[src/rtl/structs_pkg.sv]
// Shared types for the register status table: one status entry per architectural register.
package structs_pkg;

  // The tag field is sized for the widest supported ROB. Narrower ROBs zero-extend into it.
  localparam int MAX_TAG_W        = 8;
  localparam int DEFAULT_NUM_CKPT = 4;

  typedef struct packed {
    logic                 busy;
    logic [MAX_TAG_W-1:0] tag;
  } reg_stat_t;

endpackage

[src/rtl/regstat_ckpt_if.sv]
// Issue/commit/checkpoint bus of the register status table.
// The master side is the issue stage. The slave side is the table.
interface regstat_ckpt_if #(
  parameter int NUM_REGS = 32,
  parameter int TAG_W    = 4,
  parameter int COMMIT_W = 2,
  parameter int NUM_CKPT = 4
);
  localparam int REG_W  = $clog2(NUM_REGS);
  localparam int CKPT_W = $clog2(NUM_CKPT);

  logic                      issue_valid;
  logic [REG_W-1:0]          issue_dest;
  logic [TAG_W-1:0]          issue_rob;
  logic [REG_W-1:0]          rs1, rs2;
  logic [TAG_W-1:0]          q_j, q_k;
  logic                      rs1_busy, rs2_busy;
  logic [COMMIT_W-1:0]       commit_valid;
  logic [COMMIT_W*REG_W-1:0] commit_dest;
  logic [COMMIT_W*TAG_W-1:0] commit_rob;
  logic                      ckpt_take;
  logic [CKPT_W-1:0]         ckpt_id;
  logic                      ckpt_full;
  logic                      ckpt_release;
  logic                      restore_valid;
  logic [CKPT_W-1:0]         restore_id;

  modport master (
    output issue_valid, issue_dest, issue_rob, rs1, rs2,
           commit_valid, commit_dest, commit_rob,
           ckpt_take, ckpt_release, restore_valid, restore_id,
    input  q_j, q_k, rs1_busy, rs2_busy, ckpt_id, ckpt_full
  );

  modport slave (
    input  issue_valid, issue_dest, issue_rob, rs1, rs2,
           commit_valid, commit_dest, commit_rob,
           ckpt_take, ckpt_release, restore_valid, restore_id,
    output q_j, q_k, rs1_busy, rs2_busy, ckpt_id, ckpt_full
  );
endinterface

[src/rtl/regstat_clear_mask.sv]
// Per-register clear vector from the commit ports. It is shared by the live table and the snapshots.
// An entry clears when any commit port names it with a matching tag and no issue write lands on it.
module regstat_clear_mask
  import structs_pkg::*;
#(
  parameter  int NUM_REGS = 32,
  parameter  int TAG_W    = 4,
  parameter  int COMMIT_W = 2,
  localparam int REG_W    = $clog2(NUM_REGS)
) (
  input  reg_stat_t [NUM_REGS-1:0] tbl,
  input  logic [COMMIT_W-1:0]       commit_valid,
  input  logic [COMMIT_W*REG_W-1:0] commit_dest,
  input  logic [COMMIT_W*TAG_W-1:0] commit_rob,
  input  logic                      issue_we,
  input  logic [REG_W-1:0]          issue_dest,
  output logic [NUM_REGS-1:0]       clear
);

  always_comb begin
    // NOTE: every output gets a default first, so no latch can be inferred.
    clear = '0;
    for (int r = 0; r < NUM_REGS; r++) begin
      for (int p = 0; p < COMMIT_W; p++) begin
        if (r != 0 && commit_valid[p] && tbl[r].busy &&
            commit_dest[p*REG_W +: REG_W] == REG_W'(r) &&
            tbl[r].tag == MAX_TAG_W'(commit_rob[p*TAG_W +: TAG_W]))
          clear[r] = 1'b1;
      end
      if (issue_we && issue_dest == REG_W'(r))
        clear[r] = 1'b0;
    end
  end

endmodule

[src/rtl/regstat_ckpt.sv]
// Register status table with commit bypass and branch checkpoints.
// Defining REGSTAT_CKPT_EN enables the checkpoints. Without it, restore_valid acts as a flush.
module regstat_ckpt
  import structs_pkg::*;
#(
  parameter  int NUM_REGS = 32,
  parameter  int TAG_W    = 4,
  parameter  int COMMIT_W = 2,
  parameter  int NUM_CKPT = DEFAULT_NUM_CKPT,
  localparam int REG_W    = $clog2(NUM_REGS),
  localparam int CKPT_W   = $clog2(NUM_CKPT)
) (
  input logic           clk,
  input logic           reset_n,
  input logic           stall,
  input logic           flush,
  regstat_ckpt_if.slave bus
);

  reg_stat_t [NUM_REGS-1:0] tbl_q, tbl_d, tbl_upd;
  logic      [NUM_REGS-1:0] live_clr;
  logic                     issue_we;

  assign issue_we = bus.issue_valid && !stall && !bus.restore_valid && (bus.issue_dest != '0);

  regstat_clear_mask #(.NUM_REGS(NUM_REGS), .TAG_W(TAG_W), .COMMIT_W(COMMIT_W)) u_live_mask (
    .tbl(tbl_q), .commit_valid(bus.commit_valid), .commit_dest(bus.commit_dest),
    .commit_rob(bus.commit_rob), .issue_we(issue_we), .issue_dest(bus.issue_dest),
    .clear(live_clr)
  );

  // Next table in the absence of a restore. Issue is applied last so that it wins over a commit.
  always_comb begin
    tbl_upd = tbl_q;
    for (int r = 0; r < NUM_REGS; r++)
      if (live_clr[r]) tbl_upd[r] = '0;
    if (issue_we)
      tbl_upd[bus.issue_dest] = '{busy: 1'b1, tag: MAX_TAG_W'(bus.issue_rob)};
  end

  // Operand lookup from the registered table. A commit landing this cycle makes the operand ready.
  always_comb begin
    bus.rs1_busy = 1'b0;
    bus.q_j      = '0;
    bus.rs2_busy = 1'b0;
    bus.q_k      = '0;
    if (bus.rs1 != '0) begin
      bus.rs1_busy = tbl_q[bus.rs1].busy && !live_clr[bus.rs1];
      bus.q_j      = tbl_q[bus.rs1].tag[TAG_W-1:0];
    end
    if (bus.rs2 != '0) begin
      bus.rs2_busy = tbl_q[bus.rs2].busy && !live_clr[bus.rs2];
      bus.q_k      = tbl_q[bus.rs2].tag[TAG_W-1:0];
    end
  end

`ifdef REGSTAT_CKPT_EN
  reg_stat_t [NUM_REGS-1:0] slot_q [NUM_CKPT];
  reg_stat_t [NUM_REGS-1:0] slot_d [NUM_CKPT];
  logic      [NUM_REGS-1:0] slot_clr [NUM_CKPT];
  logic [CKPT_W-1:0] head_q, head_d, tail_q, tail_d;
  logic [CKPT_W:0]   count_q, count_d;
  logic              full_q, full_d;
  logic              take_acc, rel_acc;

  for (genvar s = 0; s < NUM_CKPT; s++) begin : g_slot
    regstat_clear_mask #(.NUM_REGS(NUM_REGS), .TAG_W(TAG_W), .COMMIT_W(COMMIT_W)) u_mask (
      .tbl(slot_q[s]), .commit_valid(bus.commit_valid), .commit_dest(bus.commit_dest),
      .commit_rob(bus.commit_rob), .issue_we(1'b0), .issue_dest('0), .clear(slot_clr[s])
    );
  end

  always_comb begin
    take_acc = bus.ckpt_take && !stall && !full_q && !bus.restore_valid;
    rel_acc  = bus.ckpt_release && (count_q != '0);
    // Snapshots see the same commit clears as the live table, so they never go stale.
    for (int s = 0; s < NUM_CKPT; s++) begin
      slot_d[s] = slot_q[s];
      for (int r = 0; r < NUM_REGS; r++)
        if (slot_clr[s][r]) slot_d[s][r] = '0;
    end
    head_d = head_q + CKPT_W'(rel_acc);
    tbl_d  = tbl_upd;
    if (bus.restore_valid) begin
      tbl_d   = slot_d[bus.restore_id];
      tail_d  = bus.restore_id;
      count_d = {1'b0, bus.restore_id - head_d};
    end else begin
      tail_d  = tail_q + CKPT_W'(take_acc);
      count_d = count_q + (CKPT_W+1)'(take_acc) - (CKPT_W+1)'(rel_acc);
      if (take_acc) slot_d[tail_q] = tbl_upd;
    end
    if (flush) begin
      tbl_d   = '0;
      head_d  = '0;
      tail_d  = '0;
      count_d = '0;
    end
    full_d = (count_d == (CKPT_W+1)'(NUM_CKPT));
  end

  // NOTE: snapshot storage has no reset. head/tail/count alone decide which slots hold valid data.
  always_ff @(posedge clk) slot_q <= slot_d;

  always_ff @(posedge clk or negedge reset_n) begin
    if (!reset_n) begin
      head_q  <= '0;
      tail_q  <= '0;
      count_q <= '0;
      full_q  <= 1'b0;
    end else begin
      head_q  <= head_d;
      tail_q  <= tail_d;
      count_q <= count_d;
      full_q  <= full_d;
    end
  end

  assign bus.ckpt_id   = tail_q;
  assign bus.ckpt_full = full_q;
`else
  logic unused_ckpt;
  assign unused_ckpt = ^{bus.ckpt_take, bus.ckpt_release, bus.restore_id};

  always_comb begin
    tbl_d = tbl_upd;
    if (flush || bus.restore_valid) tbl_d = '0;
  end

  assign bus.ckpt_id   = '0;
  assign bus.ckpt_full = 1'b0;
`endif

  always_ff @(posedge clk or negedge reset_n) begin
    if (!reset_n) tbl_q <= '0;
    else          tbl_q <= tbl_d;
  end

endmodule

[src/flat_wrapper.sv]
// flat-port wrapper written by rule: the top's interface ports become plain ports
module regstat_ckpt_flat import structs_pkg::*;
#(
  parameter  int NUM_REGS = 32,
  parameter  int TAG_W    = 4,
  parameter  int COMMIT_W = 2,
  parameter  int NUM_CKPT = DEFAULT_NUM_CKPT,
  localparam int REG_W    = $clog2(NUM_REGS),
  localparam int CKPT_W   = $clog2(NUM_CKPT)
)
  (clk, reset_n, stall, flush, bus_issue_valid, bus_issue_dest, bus_issue_rob, bus_rs1, bus_rs2, bus_commit_valid, bus_commit_dest, bus_commit_rob, bus_ckpt_take, bus_ckpt_release, bus_restore_valid, bus_restore_id, bus_q_j, bus_q_k, bus_rs1_busy, bus_rs2_busy, bus_ckpt_id, bus_ckpt_full);
  regstat_ckpt_if #(.NUM_REGS(NUM_REGS), .TAG_W(TAG_W), .COMMIT_W(COMMIT_W), .NUM_CKPT(NUM_CKPT)) bus_i ();
  input logic clk;
  input logic reset_n;
  input logic stall;
  input logic flush;
  input wire logic [$bits(bus_i.issue_valid)-1:0] bus_issue_valid;
  input wire logic [$bits(bus_i.issue_dest)-1:0] bus_issue_dest;
  input wire logic [$bits(bus_i.issue_rob)-1:0] bus_issue_rob;
  input wire logic [$bits(bus_i.rs1)-1:0] bus_rs1;
  input wire logic [$bits(bus_i.rs2)-1:0] bus_rs2;
  input wire logic [$bits(bus_i.commit_valid)-1:0] bus_commit_valid;
  input wire logic [$bits(bus_i.commit_dest)-1:0] bus_commit_dest;
  input wire logic [$bits(bus_i.commit_rob)-1:0] bus_commit_rob;
  input wire logic [$bits(bus_i.ckpt_take)-1:0] bus_ckpt_take;
  input wire logic [$bits(bus_i.ckpt_release)-1:0] bus_ckpt_release;
  input wire logic [$bits(bus_i.restore_valid)-1:0] bus_restore_valid;
  input wire logic [$bits(bus_i.restore_id)-1:0] bus_restore_id;
  output wire logic [$bits(bus_i.q_j)-1:0] bus_q_j;
  output wire logic [$bits(bus_i.q_k)-1:0] bus_q_k;
  output wire logic [$bits(bus_i.rs1_busy)-1:0] bus_rs1_busy;
  output wire logic [$bits(bus_i.rs2_busy)-1:0] bus_rs2_busy;
  output wire logic [$bits(bus_i.ckpt_id)-1:0] bus_ckpt_id;
  output wire logic [$bits(bus_i.ckpt_full)-1:0] bus_ckpt_full;
  assign bus_i.issue_valid = bus_issue_valid;
  assign bus_i.issue_dest = bus_issue_dest;
  assign bus_i.issue_rob = bus_issue_rob;
  assign bus_i.rs1 = bus_rs1;
  assign bus_i.rs2 = bus_rs2;
  assign bus_i.commit_valid = bus_commit_valid;
  assign bus_i.commit_dest = bus_commit_dest;
  assign bus_i.commit_rob = bus_commit_rob;
  assign bus_i.ckpt_take = bus_ckpt_take;
  assign bus_i.ckpt_release = bus_ckpt_release;
  assign bus_i.restore_valid = bus_restore_valid;
  assign bus_i.restore_id = bus_restore_id;
  assign bus_q_j = bus_i.q_j;
  assign bus_q_k = bus_i.q_k;
  assign bus_rs1_busy = bus_i.rs1_busy;
  assign bus_rs2_busy = bus_i.rs2_busy;
  assign bus_ckpt_id = bus_i.ckpt_id;
  assign bus_ckpt_full = bus_i.ckpt_full;
  regstat_ckpt #(.NUM_REGS(NUM_REGS), .TAG_W(TAG_W), .COMMIT_W(COMMIT_W), .NUM_CKPT(NUM_CKPT)) u_core (.clk(clk), .reset_n(reset_n), .stall(stall), .flush(flush), .bus(bus_i));
endmodule
[config.mk]
export PLATFORM = sky130hd
export DESIGN_NAME = regstat_ckpt_flat
export DESIGN_NICKNAME = d
export VERILOG_FILES = /design/src/rtl/structs_pkg.sv /design/src/rtl/regstat_ckpt_if.sv /design/src/rtl/regstat_clear_mask.sv /design/src/rtl/regstat_ckpt.sv /design/src/flat_wrapper.sv
export SDC_FILE = /design/constraint.sdc
export NUM_CORES = 1
export LEC_CHECK = 0
export CAP_MARGIN = 10
export CORE_ASPECT_RATIO = 0.8
export CORE_MARGIN = 4
export CORE_UTILIZATION = 45
export DETAILED_ROUTE_END_ITERATION = 8
export PLACE_DENSITY = 0.62
export SLEW_MARGIN = 10
export SYNTH_ARGS = -nofsm -noshare
export SYNTH_HDL_FRONTEND = slang
export SYNTH_HIERARCHICAL = 1
export SYNTH_SLANG_ARGS = --single-unit
[constraint.sdc]
create_clock -name clk -period 4.5 [get_ports clk]
set_input_delay 0.675 -clock clk [delete_from_list [all_inputs] [get_ports clk]]
set_output_delay 0.675 -clock clk [all_outputs]
set_load 0.01 [all_outputs]
==> flow_summary.yaml <==
sta:
  max_freq_mhz: 228
  min_period_over_period: 0.974
  rsz0062_at_grt: "false"
  slew-limit-headroom: 0.333
  hold_violations: 0
  final_max_slew_viol_count: 0
  tightest_slew_ns: 1.00
  finClkSkew_ns: 0.0246
  setup_viol: 0
  finalCriticalPeriod_ns: 4.38
  finalWorstSetupSlack_ns: 0.118
finish:
  area_growth_pct: 18.5
  largest-register: "u_core/tbl_q"
  layout_common_cells: "284 x dfrtp_1, 158 x a21oi_1, 149 x buf_4"
  fillers: 3555
  largest_reg_flops: 284
  layout-drive-gt1-share: 0.203
  reg_top3: "u_core/tbl_q (284)"
  nNetsFinal: 1988
  mostFrequentLayoutCell: "dfrtp_1"
  fin_area_um2: 21400
grt:
  grt_util_met2: 0.452
  first_global_vias: 15300
  grt_pass1_wl_mm: 103
  grtUsageMet3: 0.0652
  top_usage_layer: "met1"
  gr-total-overflow: 0
  grt.met1_usage: 0.475
  grt_usage: 0.313
  grt_max_degree: 95
  antenna_found_initial: 1
power:
  seqPwrFrac: 0.435
  pwr-share-comb: 0.123
  sw_frac_of_total: 0.264
  power.density_nw_per_um2: 275
  clkPwrFrac: 0.442
  p_switching_mw: 1.55
  vdd_drop_max_mv: 0.310
  leakagePower_nw: 8.60
  power.internal_mw: 4.33
synth:
  syn_area_um2: 18000
  syn_inst: 1798
  yosysWarnings: 6
  avgSynthCellArea_um2: 10.0
clock_tree:
  cts_made_buffers: 30
  clk_latency_ns: 0.58
  clock-sinks: 284
  cts.htree.levels: 1
  cts_tree: "yes"
  cts_setup_buffers: 0
  ctsHoldBuffers: 0
  clk_pin_slew_ns: 0.07
  cts_buffer_depth: 3
  cts_root_buf: "clkbuf_16"
detailed_routing:
  ant_nets: 0
  detail_route.first_pass.iterations: 6
  drt_iter0_markers: 1664
  drcViolationCount: 0
  vias_per_cell: 6.31
  routed-via-count: 15800
  wl_mm: 69.0
  wl_per_cell_um: 27.6
worst_setup_path:
  critPathCaptureType: "output pin"
  worstPathArrival_ns: 3.71
  crit_start: "bus_commit_dest[9]"
  required_ns: 3.83
  start_kind: "input pin"
  cp_max_fo: 4
  crit_type: "input pin to output pin"
  reg2reg_from: "u_core/tbl_q[270]"
placement:
  globalplace.congestion: 1.02
  postPlaceCellArea_um2: 20200
  io_buffer_count: 54
  post-dp-hpwl_mm: 50.4
  pre_cts_ws_ns: -0.828
hold_path:
  hp-class: "input pin to asynchronous set/reset pin"
die:
  die_w_um: 232
  ios: 62
  dieArea_um2: 43300
  die_h_um: 187
  core_area_um2: 39500
  rows: 65
  initial_core_util: 0.456
run:
  maxCapViolCount: 0
run_status:
  status: "finished, final reports clean"
## critical path, stage by stage
cell             delay [ns]
clkdlybuf4s50_1        0.51
and2b_2                0.33
nand3b_1               0.21
buf_4                  0.22
nor4_1                 0.32
o221a_2                0.26
nand2b_1               0.21
mux4_2                 0.26
nand2_1                0.07
a22oi_2                0.27
o211ai_1               0.17
buf_2                  0.18
## area by class of cell
cell class                 instances  area, um^2  area share
sequential                       284        7110       0.333
inverter                           8        30.0     0.00141
antenna                            1        2.50    0.000117
clock buffer                      42         877      0.0411
tap                              536         671      0.0314
timing repair buffer             227        2050      0.0958
multi-input combinational       1388       10500       0.491
clock inverter                    12         148     0.00691
## stage by stage
stage | power, mW | utilization | setup TNS, ns | std cells | hold slack [ns]
3_5_place_dp | 3.31 | 0.510 | -1.48 | 2444 | 0.471
3_3_place_gp | 3.30 | 0.510 | -1.41 | 2444 | 0.469
6_report | 5.88 | 0.540 | 0 | 2498 | 0.0949
2_1_floorplan | 2.96 | - | 0 | 1800 | 0.379
5_1_grt | 6.08 | 0.540 | 0 | 2497 | 0.139
4_1_cts | 5.93 | 0.539 | 0 | 2497 | 0.0917
## final timing paths
path | endpoint | slack [ns] | cells after the start
max reg2reg | u_core/tbl_q[278] | 2.20 | 9
min in group clk | u_core/tbl_q[220] | 0.48 | 1
max in group asynchronous | u_core/tbl_q[162] | 3.40 | 2
max | bus_rs1_busy | 0.12 | 12
min | u_core/tbl_q[120] | 0.09 | 1
min reg2reg | u_core/tbl_q[220] | 0.48 | 1
## what timing repair did
item                       4_1_cts  5_1_grt
pin swaps                        6        2
setup endpoints to repair        2        2
gates resized for setup         40        9
## power groups by stage
stage	combinational, mW	sequential (mW)	clock, mW
detailed placement	0.705	2.60	0
CTS	0.712	2.56	2.67
floorplan	0.358	2.60	0
global placement	0.700	2.60	0
finish	0.725	2.56	2.60
global route	0.758	2.55	2.77
## routing by layer
metal	wire, um	vias up
met4	2470	2
li1	-	6783
met5	12	-
met1	30300	7906
met3	7170	153
met2	29100	914
Note: power is estimated with default switching activity, not from simulation.
